--- src/rtl/pwm_pkg.sv ---
`default_nettype none
// ------------------------------------------------------------------
// pwm_pkg : shared slot timing, duty-code width and decoder FSM states
// Revision: 1.0
// ------------------------------------------------------------------
package pwm_pkg;

  localparam int SLOT_CYCLES    = 16;
  localparam int SLOTS          = 16;
  localparam int NOMINAL_PERIOD = SLOT_CYCLES * SLOTS;
  localparam int DUTY_W         = 4;
  localparam int CNT_W          = 10;

  typedef enum logic [1:0] {
    IDLE = 2'd0,
    HIGH = 2'd1,
    LOW  = 2'd2
  } dec_state_t;

endpackage
`default_nettype wire

--- src/rtl/pwm_duty_decoder_if.sv ---
`default_nettype none
// ------------------------------------------------------------------
// pwm_duty_decoder_if : PWM line in, decoded duty code and status out
// Revision: 1.0
// ------------------------------------------------------------------
interface pwm_duty_decoder_if;
  import pwm_pkg::*;

  logic              pwm_in;
  logic [DUTY_W-1:0] duty_cycle;
  logic              duty_valid;
  logic              period_err;
  logic              stuck_high;

  // master drives the line and observes the decode; slave is the decoder
  modport master (
    output pwm_in,
    input  duty_cycle, duty_valid, period_err, stuck_high
  );

  modport slave (
    input  pwm_in,
    output duty_cycle, duty_valid, period_err, stuck_high
  );

endinterface
`default_nettype wire

--- src/rtl/sync_edge_detect.sv ---
`default_nettype none
// ------------------------------------------------------------------
// sync_edge_detect : 2-flop synchronizer with rise/fall strobes
// Revision: 1.0
// ------------------------------------------------------------------
module sync_edge_detect (
  input  wire  clk,
  input  wire  rst_n,
  input  wire  din,
  output logic rise,
  output logic fall
);

  logic r_meta;
  logic r_sync;
  logic r_prev;

  always_ff @(posedge clk) begin
    if (!rst_n) begin
      r_meta <= 1'b0;
      r_sync <= 1'b0;
      r_prev <= 1'b0;
    end else begin
      r_meta <= din;
      r_sync <= r_meta;
      r_prev <= r_sync;
    end
  end

  assign rise = r_sync & ~r_prev;
  assign fall = ~r_sync & r_prev;

endmodule
`default_nettype wire

--- src/rtl/pwm_duty_decoder.sv ---
`default_nettype none
// ------------------------------------------------------------------
// pwm_duty_decoder : measures PWM high time and period, recovers duty
// Revision: 1.0
// ------------------------------------------------------------------
module pwm_duty_decoder
  import pwm_pkg::*;
#(
  parameter int PER_TOL = 4,
  parameter int TIMEOUT = 512
) (
  input wire               clk_50M,
  input wire               rst_n,
  pwm_duty_decoder_if.slave bus
);

  localparam logic [CNT_W-1:0] CNT_MAX  = '1;
  localparam logic [CNT_W-1:0] TO_CNT   = CNT_W'(TIMEOUT);
  localparam logic [CNT_W:0]   PER_MIN  = (CNT_W+1)'(NOMINAL_PERIOD - PER_TOL);
  localparam logic [CNT_W:0]   PER_MAX  = (CNT_W+1)'(NOMINAL_PERIOD + PER_TOL);
  localparam logic [CNT_W:0]   HALF     = (CNT_W+1)'(SLOT_CYCLES / 2);
  localparam logic [CNT_W:0]   DUTY_MAX = (CNT_W+1)'((1 << DUTY_W) - 1);
  localparam int               SLOT_SHIFT = $clog2(SLOT_CYCLES);

  logic w_rise, w_fall;

  sync_edge_detect u_sync (
    .clk   (clk_50M),
    .rst_n (rst_n),
    .din   (bus.pwm_in),
    .rise  (w_rise),
    .fall  (w_fall)
  );

  dec_state_t        r_state, w_state_next;
  logic [CNT_W-1:0]  r_hi_cnt, w_hi_next, w_hi_inc;
  logic [CNT_W-1:0]  r_lo_cnt, w_lo_next, w_lo_inc;
  logic [DUTY_W-1:0] r_duty, w_duty_next, w_code;
  logic              r_valid, w_valid_next;
  logic              r_perr, w_perr_next;
  logic              r_stuck, w_stuck_next;
  logic [CNT_W:0]    w_per, w_round, w_quot;
  logic              w_per_ok;

  assign w_hi_inc = (r_hi_cnt == CNT_MAX) ? r_hi_cnt : r_hi_cnt + 1'b1;
  assign w_lo_inc = (r_lo_cnt == CNT_MAX) ? r_lo_cnt : r_lo_cnt + 1'b1;

  // The rising-edge cycle itself belongs to the low phase, hence w_lo_inc.
  assign w_per    = {1'b0, r_hi_cnt} + {1'b0, w_lo_inc};
  assign w_per_ok = (w_per >= PER_MIN) && (w_per <= PER_MAX);
  assign w_round  = {1'b0, r_hi_cnt} + HALF;
  assign w_quot   = w_round >> SLOT_SHIFT;
  assign w_code   = (w_quot > DUTY_MAX) ? DUTY_MAX[DUTY_W-1:0] : w_quot[DUTY_W-1:0];

  always_comb begin
    w_state_next = r_state;
    w_hi_next    = r_hi_cnt;
    w_lo_next    = r_lo_cnt;
    w_duty_next  = r_duty;
    w_valid_next = 1'b0;
    w_perr_next  = r_perr;
    w_stuck_next = r_stuck;
    unique case (r_state)
      IDLE: begin
        if (w_fall) w_stuck_next = 1'b0;
        if (w_rise) begin
          w_hi_next    = '0;
          w_state_next = HIGH;
        end
      end
      HIGH: begin
        w_hi_next = w_hi_inc;
        if (w_fall) begin
          w_lo_next    = '0;
          w_state_next = LOW;
        end else if (w_hi_inc == TO_CNT) begin
          w_stuck_next = 1'b1;
          w_state_next = IDLE;
        end
      end
      LOW: begin
        w_lo_next = w_lo_inc;
        if (w_rise) begin
          if (w_per_ok) begin
            w_duty_next  = w_code;
            w_valid_next = 1'b1;
          end else begin
            w_perr_next = 1'b1;
          end
          w_hi_next    = '0;
          w_state_next = HIGH;
        end else if (w_lo_inc == TO_CNT) begin
          // A line parked low reads as 0 % duty, reported once.
          w_duty_next  = '0;
          w_valid_next = 1'b1;
          w_state_next = IDLE;
        end
      end
      default: w_state_next = IDLE;
    endcase
  end

  always_ff @(posedge clk_50M) begin
    if (!rst_n) begin
      r_state  <= IDLE;
      r_hi_cnt <= '0;
      r_lo_cnt <= '0;
      r_duty   <= '0;
      r_valid  <= 1'b0;
      r_perr   <= 1'b0;
      r_stuck  <= 1'b0;
    end else begin
      r_state  <= w_state_next;
      r_hi_cnt <= w_hi_next;
      r_lo_cnt <= w_lo_next;
      r_duty   <= w_duty_next;
      r_valid  <= w_valid_next;
      r_perr   <= w_perr_next;
      r_stuck  <= w_stuck_next;
    end
  end

  assign bus.duty_cycle = r_duty;
  assign bus.duty_valid = r_valid;
  assign bus.period_err = r_perr;
  assign bus.stuck_high = r_stuck;

endmodule
`default_nettype wire
--- src/flat_wrapper.sv ---
// flat-port wrapper written by rule: the top's interface ports become plain ports
module pwm_duty_decoder_flat import pwm_pkg::*;
#(
  parameter int PER_TOL = 4,
  parameter int TIMEOUT = 512
)
  (clk_50M, rst_n, bus_pwm_in, bus_duty_cycle, bus_duty_valid, bus_period_err, bus_stuck_high);
  pwm_duty_decoder_if bus_i ();
  input wire clk_50M;
  input wire rst_n;
  input wire logic [$bits(bus_i.pwm_in)-1:0] bus_pwm_in;
  output wire logic [$bits(bus_i.duty_cycle)-1:0] bus_duty_cycle;
  output wire logic [$bits(bus_i.duty_valid)-1:0] bus_duty_valid;
  output wire logic [$bits(bus_i.period_err)-1:0] bus_period_err;
  output wire logic [$bits(bus_i.stuck_high)-1:0] bus_stuck_high;
  assign bus_i.pwm_in = bus_pwm_in;
  assign bus_duty_cycle = bus_i.duty_cycle;
  assign bus_duty_valid = bus_i.duty_valid;
  assign bus_period_err = bus_i.period_err;
  assign bus_stuck_high = bus_i.stuck_high;
  pwm_duty_decoder #(.PER_TOL(PER_TOL), .TIMEOUT(TIMEOUT)) u_core (.clk_50M(clk_50M), .rst_n(rst_n), .bus(bus_i));
endmodule
--- config.mk ---
export PLATFORM = sky130hd
export DESIGN_NAME = pwm_duty_decoder_flat
export DESIGN_NICKNAME = d
export VERILOG_FILES = /design/src/rtl/pwm_pkg.sv /design/src/rtl/pwm_duty_decoder_if.sv /design/src/rtl/sync_edge_detect.sv /design/src/rtl/pwm_duty_decoder.sv /design/src/flat_wrapper.sv
export SDC_FILE = /design/constraint.sdc
export NUM_CORES = 1
export LEC_CHECK = 0
export CORE_UTILIZATION = 40
export CTS_CLUSTER_DIAMETER = 50
export CTS_CLUSTER_SIZE = 28
export DETAILED_ROUTE_END_ITERATION = 10
export PLACE_DENSITY = 0.63
export SLEW_MARGIN = 40
export SYNTH_ARGS = -nofsm -noshare
export SYNTH_HDL_FRONTEND = slang
export SYNTH_HIERARCHICAL = 1
export SYNTH_SLANG_ARGS = --single-unit
--- constraint.sdc ---
create_clock -name clk_50M -period 6.1 [get_ports clk_50M]
set_clock_uncertainty 0.05 [all_clocks]
set_input_delay 1.22 -clock clk_50M [delete_from_list [all_inputs] [get_ports clk_50M]]
set_output_delay 1.22 -clock clk_50M [all_outputs]
set_load 0.01 [all_outputs]
After elaboration in Yosys (flattened, before gate mapping)
Cells that the tools add are included.

storage, ports and cells
  flip-flop bits (word level) = 32
  word-level logic and storage cells = 74

operators by class
  $lt $le $gt $ge = 3
  bitwise gates (word level) = 5
  equality and inequality tests = 15
  $add $sub $neg = 4
  reduce and logical (&&, ||, !) cells = 14
  multiplexer cells = 23

operators by type and width
  kind                                                             number
  equality test 10 bit, second input constant                      4
  2-to-1 mux 10 bit                                                4
  case mux 10 bit (2 select lines)                                 2
  adder 10 x 1 -> 10 bit, second input constant                    2
  2-to-1 mux 4 bit                                                 4
  adder 10 x 10 -> 11 bit                                          1
  adder 10 x 4 -> 11 bit, second input constant                    1
  >= comparator 11 x 8 -> 1 bit, second input constant             1
  less-or-equal comparator 11 x 9 -> 1 bit, second input constant  1
  2-to-1 mux 2 bit                                                 5
  AND reduction 3 bit                                              3
  != test 2 bit, second input constant                             4
  nonzero test 2 bit                                               4
  greater-than comparator 7 x 4 -> 1 bit, second input constant    1
  2-to-1 mux 1 bit                                                 6
  != test 2 x 1 -> 1 bit, second input constant                    3
  != test 3 x 2 -> 1 bit, second input constant                    2
  case mux 2 bit (3 select lines)                                  1
  AND reduction 2 bit                                              3
  AND reduction 4 bit                                              1
  inverter 1 bit                                                   3
  AND 1 bit                                                        2
  equality test 2 x 1 -> 1 bit, second input constant              1
  equality test 2 bit, second input constant                       1
  4 further kinds                                                  4

Depth between registers and ports, before layout
Gate-level depths: netlist (run 1).

  word-level depth = 7
  depth in mapped cells = 16
  depth with buffers taken out = 14

Hierarchy
The synthesis (run 1) kept the hierarchy.

modules (own cells, without submodules)
  module            cells an instance  seq. area each (um^2)  area each (um^2)  times used
  pwm_duty_decoder  335                580.6                  2504.9            1
  sync_edge_detect  8                  60.1                   91.3              1

Worst setup path before layout (run 1)
Ideal clock, no wire load.

  kind = register to register
  from = register u_core.r_lo_cnt[0]
  to = register u_core.r_perr (netlist: u_core/bus.period_err)
  required time = 5.935 ns
  path buffers = 1
  cell stages (with the launch flop) = 16
  arrival time = 3.273 ns
  setup slack = 2.662 ns
  setup time = 0.115 ns
  clock period less this slack = 3.438 ns
  cells stage by stage = dfxtp_1 > ha_1 > clkbuf_1 > nand3_1 > xor2_1 > ha_1 > inv_1 > fa_1 > nand2b_1 > a21oi_2 > nor4_1 > a311oi_1 > nor4b_2 > nor2_1 > o211a_1 > o21a_1

between the ends
  cells in the longest elaborated chain, start to end = 7
  elaborated cells between the ends (all ways) = 9
  those cells by class = 2 x add/sub; 2 x order compare; 1 x eq/ne; 1 x mux; 1 x bitwise; 2 x reduce/logical

RTL lines
  element                                                                                    RTL line                 source
  start: declaration                                                                         pwm_duty_decoder.sv:37   logic [CNT_W-1:0] r_lo_cnt, w_lo_next, w_lo_inc;
  start signal: assignment                                                                   pwm_duty_decoder.sv:115  r_lo_cnt <= w_lo_next;
  adder 10 x 1 -> 10 bit or equality test 10 bit (tied branches)                             pwm_duty_decoder.sv:46   assign w_lo_inc = (r_lo_cnt == CNT_MAX) ? r_lo_cnt : r_lo_cnt + 1'b1;
  2-to-1 mux 10 bit *                                                                        pwm_duty_decoder.sv:46
  adder 10 x 10 -> 11 bit *                                                                  pwm_duty_decoder.sv:49   assign w_per = {1'b0, r_hi_cnt} + {1'b0, w_lo_inc};
  >= comparator 11 x 8 -> 1 bit or less-or-equal comparator 11 x 9 -> 1 bit (tied branches)  pwm_duty_decoder.sv:50   assign w_per_ok = (w_per >= PER_MIN) && (w_per <= PER_MAX);
  logical AND 1 bit *                                                                        pwm_duty_decoder.sv:50
  inverter 1 bit (no source line) *                                                          n/a
  AND reduction 3 bit (no source line) *                                                     n/a
  end signal: assignment                                                                     pwm_duty_decoder.sv:118  r_perr <= w_perr_next;
  end: declaration                                                                           pwm_duty_decoder.sv:40   logic r_perr, w_perr_next;

Every way passes the cells marked *; elsewhere a longest branch is shown, timed or not.
A chain may end at the register's enable or synchronous reset.

Final worst setup path (run 1)
  from = register u_core.r_lo_cnt[0]
  to = register u_core.r_duty[1] (netlist: u_core/bus.duty_cycle[1])

between the ends
  cells in the longest elaborated chain, start to end = 7
  elaborated cells between the ends (all ways) = 11
  those cells by class = 2 x add/sub; 2 x order compare; 3 x eq/ne; 1 x mux; 3 x reduce/logical

RTL lines
  element                                                                                    RTL line                 source
  adder 10 x 1 -> 10 bit or equality test 10 bit (tied branches)                             pwm_duty_decoder.sv:46
  2-to-1 mux 10 bit *                                                                        pwm_duty_decoder.sv:46
  adder 10 x 10 -> 11 bit                                                                    pwm_duty_decoder.sv:49
  >= comparator 11 x 8 -> 1 bit or less-or-equal comparator 11 x 9 -> 1 bit (tied branches)  pwm_duty_decoder.sv:50
  logical AND 1 bit                                                                          pwm_duty_decoder.sv:50
  != test 2 x 1 -> 1 bit (no source line)                                                    n/a
  AND reduction 3 bit (no source line) *                                                     n/a
  end signal: assignment                                                                     pwm_duty_decoder.sv:116  r_duty <= w_duty_next;
  end: declaration                                                                           pwm_duty_decoder.sv:38   logic [DUTY_W-1:0] r_duty, w_duty_next, w_code;

Marks and branches as above.

==> results.cfg, run 1 <==
[synthesis]
async_flop_share_pct = 0
synthAdderAreaFrac_pct = 7.04
netlist.area_leader.share_pct = 24.7
synth_xor_area_share_pct = 6.36
ys.flop_type = dfxtp_1
synth_warnings = 6
synth_compound_area_share_pct = 23.3
synth_top_family_by_area = simple AND/OR/NAND/NOR gates
syn-cell-area_mm2 = 0.00260
avgSynthCellArea_um2 = 7.57
synth_fp_nets = 360
synthSimpleGateAreaFrac_pct = 31.0
synth_area_leaders = dfxtp_1, ha_1, nand2_1
synthMuxAreaShare_pct = 1.98
synth_cells = 343
synth_seq_area_share_pct = 24.7
synth-seq-cells = 32
synth_top_area_cell = dfxtp_1
yosysUniqueCellTypes = 67
synth-edff-count = 0

[clocking]
htreeDepth = 2
path_clk_slew_ns = 0.08
worstSkewPairLatency_ns = 0.28
cts_root_buf = clkbuf_8
post_cts_resized = 0
cts_tree = yes
post_cts_buffers = 0
clock_sink_count = 32
cts_buffers = 5
holdBufCountCts = 0
clockBufferDepth = 2

[timing]
rsz0062_at_grt = no
setup-tns-final_ns = 0
final-setup-viol-count = 0
finalCriticalPeriod_ns = 3.90
finalCritPeriodShare_pct = 63.9
timing.hold.ws_ns = 0.395
hold_violations = 0
fin_ws_ns = 2.20
max_freq_mhz = 257
tightest_slew_ns = 0.718
slew_headroom_pct = 52.0
drv_slew = 0

[power]
p_clk_share_pct = 42.4
sequentialPowerShare_pct = 53.0
leakage_uw = 0.00106
combPwrFrac_pct = 4.6
fin_total_pwr_uw = 403
p_per_area_mw_per_mm2 = 146
p_sw_uw = 105
p_int_uw = 298
swShare_pct = 26.1
max-vdd-ir-drop_uv = 113

[hold_path]
hp-class = flop to flop
min-delay-start = u_core/u_sync/r_meta$_SDFF_PN0_

[global_route]
antenna_found_initial = 0
grt_pass1_wl_um = 10600
grt_max_degree = 29
gr-total-overflow = 0
grt_pass1_vias = 2145
grt.total_usage_pct = 20.5

[routing]
drt_iter0_drc = 131
firstDrtPassIters = 6
drt-wirelength-per-cell_um = 15.4
ant_nets = 0
drc = 0
viasPerCell = 5.89
vias = 2428
routed_wl_um = 6350

[worst_setup_path]
critPathKind = flop to flop
startpoint = u_core/r_lo_cnt[0]$_SDFFE_PN0P_
ff2ff_setup_slack_ns = 2.20
cp_max_fo = 8
worst-endpoint-required_ns = 6.27
rr_startpoint = u_core/r_lo_cnt[0]$_SDFFE_PN0P_
crit_arrival_ns = 4.07
cp-end-kind = flop
start_kind = flop

[cells_and_area]
fillers = 636
diodes = 0
drive_gt1_share_pct = 7.72
mostFrequentLayoutCell = nand2_1
final_core_util_pct = 45.2
nets = 353
layout_common_cells = nand2_1, dfxtp_1, nor2_1
area_growth_syn_to_layout_pct = 6.22

[floorplan]
dieArea_mm2 = 0.00682
die_h_um = 82.6
core_mm2 = 0.00610
start_util_pct = 42.6
rows = 28
die_x_um = 82.6
ios = 10

[place]
post-dp-hpwl_um = 4650
dp_slack_ns = 2.24
gp_congestion = 0.889
numPortBuffers = 9

[run]
drv.max_cap_violation_count = 0

[run_status]
status = finished clean
cell type report:
| cell class | count | area, um^2 | share of cell area, % |
|---|---|---|---|
| multi-input combinational | 279 | 1810 | 65.7 |
| clock buffer | 5 | 68.8 | 2.50 |
| tap | 75 | 93.8 | 3.40 |
| timing repair buffer | 9 | 85.1 | 3.09 |
| sequential | 32 | 641 | 23.2 |
| clock inverter | 3 | 23.8 | 0.862 |
| inverter | 9 | 33.8 | 1.23 |
registers in the layout, summed over array words and instances, names as in the netlist:
register               count
u_core/u_sync/r_sync       1
u_core/r_hi_cnt           10
u_core/u_sync/r_prev       1
u_core/bus.duty_valid      1
u_core/bus.stuck_high      1
u_core/bus.period_err      1
u_core/r_state             2
u_core/bus.duty_cycle      4
u_core/u_sync/r_meta       1
u_core/r_lo_cnt           10
power by group through the flow:
stage	Sequential [uW]	Combinational [uW]	Clock, uW
after floorplan	217	14.1	0
after global placement	218	18.6	0
after detailed placement	218	18.5	0
after CTS	214	18.6	177
after global routing	214	20.8	186
final	214	18.3	171
kinds of logic (layout without fill, tap and decap cells):
logic type / count (synthesis) / count (layout)
simple gates: 153 / 153
compound gates: 89 / 89
flops: 32 / 32
buf+inv: 32 / 26
xor+xnor: 18 / 18
fa+ha+maj: 14 / 14
mux: 5 / 5
layer usage:
metal | track usage [%] | routed length (um)
met1 | 26.7 | 3020
met2 | 34.1 | 2950
met3 | 4.07 | 262
met4 | 6.03 | 114
met5 | 0 | 0
final timing paths:
path / endpoint / depth (start not counted)
min reg2reg: u_core/u_sync/r_sync$_SDFF_PN0_ / 1
max reg2reg: u_core/bus.duty_cycle[1]$_SDFFE_PN0P_ / 14
max: u_core/bus.duty_cycle[1]$_SDFFE_PN0P_ / 14
min: u_core/u_sync/r_sync$_SDFF_PN0_ / 1
Yosys cell counts, types with 3 or more instances:
master and count:
o211ai_1 5, dfxtp_1 32, mux2i_1 4, a21o_1 3
nand3_1 19, xnor2_1 7, o21ai_0 19, a21oi_1 20
xor2_1 10, a22oi_1 3, o21ai_1 4, nand2_2 3
and3_1 5, ha_1 13, clkbuf_1 10, a211oi_1 4
a31oi_1 3, o2bb2ai_1 4, nor2_1 28, buf_2 9
inv_1 8, and2_1 11, nand2_1 41, nor2b_1 12
nor3_1 4, nand4_1 8, nand2b_1 5
worst max-delay path, cell delays in order (launching register included):
cell and delay, ns:
dfxtp_1 0.45, ha_1 0.37, nand3_1 0.30, xor2_1 0.23, ha_1 0.20, inv_1 0.06, fa_1 0.42, nand2b_1 0.18
a21oi_2 0.21, nor4_1 0.07, a311oi_1 0.38, nor4b_2 0.33, nor2_1 0.11, nor3_2 0.30, o2bb2ai_1 0.16
metrics by stage:
step	cells	cell area (um^2)
after floorplan	343	2600
after global placement	404	2670
after detailed placement	404	2660
after CTS	412	2760
after global routing	412	2760
final	412	2760
(Power assumes the default switching activity.)
==> inputs of run 2 (changes only) <==
--- a/config.mk
+++ b/config.mk
@@ -9,7 +9,7 @@
 export CTS_CLUSTER_DIAMETER = 50
 export CTS_CLUSTER_SIZE = 28
 export DETAILED_ROUTE_END_ITERATION = 10
-export PLACE_DENSITY = 0.63
+export PLACE_DENSITY = 0.65
 export SLEW_MARGIN = 40
 export SYNTH_ARGS = -nofsm -noshare
 export SYNTH_HDL_FRONTEND = slang
==> constraint.sdc (replaced) <==
create_clock -name clk_50M -period 3.3 [get_ports clk_50M]
set_clock_uncertainty 0.05 [all_clocks]
set_input_delay 0.66 -clock clk_50M [delete_from_list [all_inputs] [get_ports clk_50M]]
set_output_delay 0.66 -clock clk_50M [all_outputs]
set_load 0.01 [all_outputs]
==> results.cfg, run 2 (synthesis results as in run 1) <==
[run_status]
status = finished clean

[cells_and_area]
diodes = 0
area_growth_syn_to_layout_pct = 24.0
fin_cells = 450
layout_common_cells = nand2_1, buf_4, nor2_1
nets = 391
mostFrequentLayoutCell = nand2_1
drive_gt1_share_pct = 25.9

[clocking]
htreeDepth = 2
clock_sink_count = 32
path_clk_slew_ns = 0.07
cts_tree = yes
holdBufCountCts = 0
worstSkewPairLatency_ns = 0.29
cts_root_buf = clkbuf_8
cts_buffers = 5
clockBufferDepth = 2

[timing]
slew_headroom_pct = 57.5
drv_slew = 0
max_freq_mhz = 306
rsz0062_at_grt = yes
tightest_slew_ns = 0.636
hold_violations = 0
fin_ws_ns = 0.0298
finalCritPeriodShare_pct = 99.1
final-setup-viol-count = 0
finalCriticalPeriod_ns = 3.27
timing.hold.ws_ns = 0.405

[global_route]
antenna_found_initial = 0
grt_pass1_vias = 2160
grt_max_degree = 17
grt_pass1_wl_um = 10200
gr-total-overflow = 0
grt.total_usage_pct = 19.8

[place]
numPortBuffers = 9
post-dp-hpwl_um = 4710
gp_congestion = 0.873
dp.cells = 436
dp_slack_ns = -0.128

[worst_setup_path]
critPathKind = flop to flop
start_kind = flop
crit_arrival_ns = 3.46
worst-endpoint-required_ns = 3.49
cp_max_fo = 7
cp-end-kind = flop

[floorplan]
die_x_um = 82.6
dieArea_mm2 = 0.00682
rows = 28
start_util_pct = 42.6
core_mm2 = 0.00610
ios = 10
die_h_um = 82.6

[routing]
ant_nets = 0
routed_wl_um = 6640
vias = 2539
drt-wirelength-per-cell_um = 14.8
firstDrtPassIters = 4
drc = 0
drt_iter0_drc = 125
viasPerCell = 5.64

[power]
fin_total_pwr_uw = 736
p_per_area_mw_per_mm2 = 229
leakage_uw = 0.00130
max-vdd-ir-drop_uv = 179

[run]
drv.max_cap_violation_count = 0

[hold_path]
hp-class = flop to flop
[run 2: cell types whose count changed in the layout (fill, tap and decap cells not counted), moves of 3 or more]
cell	previous run	this run
ha_1	13	9
dfxtp_2	0	7
o21ai_1	4	7
nor2_2	0	3
o21ai_0	19	16
ha_2	0	4
buf_4	0	38
dfxtp_1	32	24
nor2_1	28	25
[run 2: cell type report]
class / instances / area, um^2
Sequential cell: 32 / 653
Clock inverter: 3 / 18.8
Fill cell: 591 / 2880
Multi-Input combinational cell: 279 / 1970
Inverter: 9 / 33.8
Timing Repair Buffer: 47 / 375
Clock buffer: 5 / 68.8
Tap cell: 75 / 93.8
[run 2: metrics by stage]
step / util, % / instance area (um^2) / TNS, ns
global placement: 47.8 / 2910 / -0.717
detailed placement: 47.8 / 2910 / -0.662
CTS: 50.3 / 3070 / 0
global route: 52.8 / 3220 / -0.461
floorplan: - / 2600 / 0
finish: 52.8 / 3220 / 0
[run 2: routing by layer]
metal / GRT usage (%) / share of wire, % / up-vias
met5: 0 / 0 / -
met4: 6.90 / 2.0 / 0
met3: 3.63 / 5.9 / 13
met2: 31.2 / 47 / 65
met1: 26.8 / 45 / 1169
li1: - / - / 1292
[run 2: worst paths after layout]
path                                         from                          endpoint  slack, ns  cells past startpoint
hold reg to reg   u_core/u_sync/r_meta$_SDFF_PN0_   u_core/u_sync/r_sync$_SDFF_PN0_       0.40                      1
setup reg to reg  u_core/r_lo_cnt[0]$_SDFFE_PN0P_  u_core/bus.duty_valid$_SDFF_PN0_       0.03                     14
hold / removal    u_core/u_sync/r_meta$_SDFF_PN0_   u_core/u_sync/r_sync$_SDFF_PN0_       0.40                      1
setup / recovery  u_core/r_lo_cnt[0]$_SDFFE_PN0P_  u_core/bus.duty_valid$_SDFF_PN0_       0.03                     14
[run 2: where the power goes]
part	leakage [uW]	internal, uW	total (uW)	switching (uW)
combinational	0.000988	14.8	38.5	23.7
clock	0.0000479	147	304	157
sequential	0.000263	388	393	4.99
total	0.00130	550	736	186
[run 2: critical path, cell delays in order (launching register included)]
cell and delay (ns):
dfxtp_4 0.38, ha_2 0.21, buf_4 0.16, nand2_1 0.08
a41oi_2 0.19, nor2_2 0.09, ha_2 0.38, buf_4 0.14
nand4_1 0.11, a2111oi_2 0.41, o31ai_2 0.14, nor4b_4 0.29
o2111ai_2 0.20, a21oi_4 0.23, and2_1 0.15
[run 2: what timing repair did]
action,CTS,global route
setup buffers,1,5
pin swaps,6,12
gates resized for setup,14,33
setup endpoints to repair,6,6
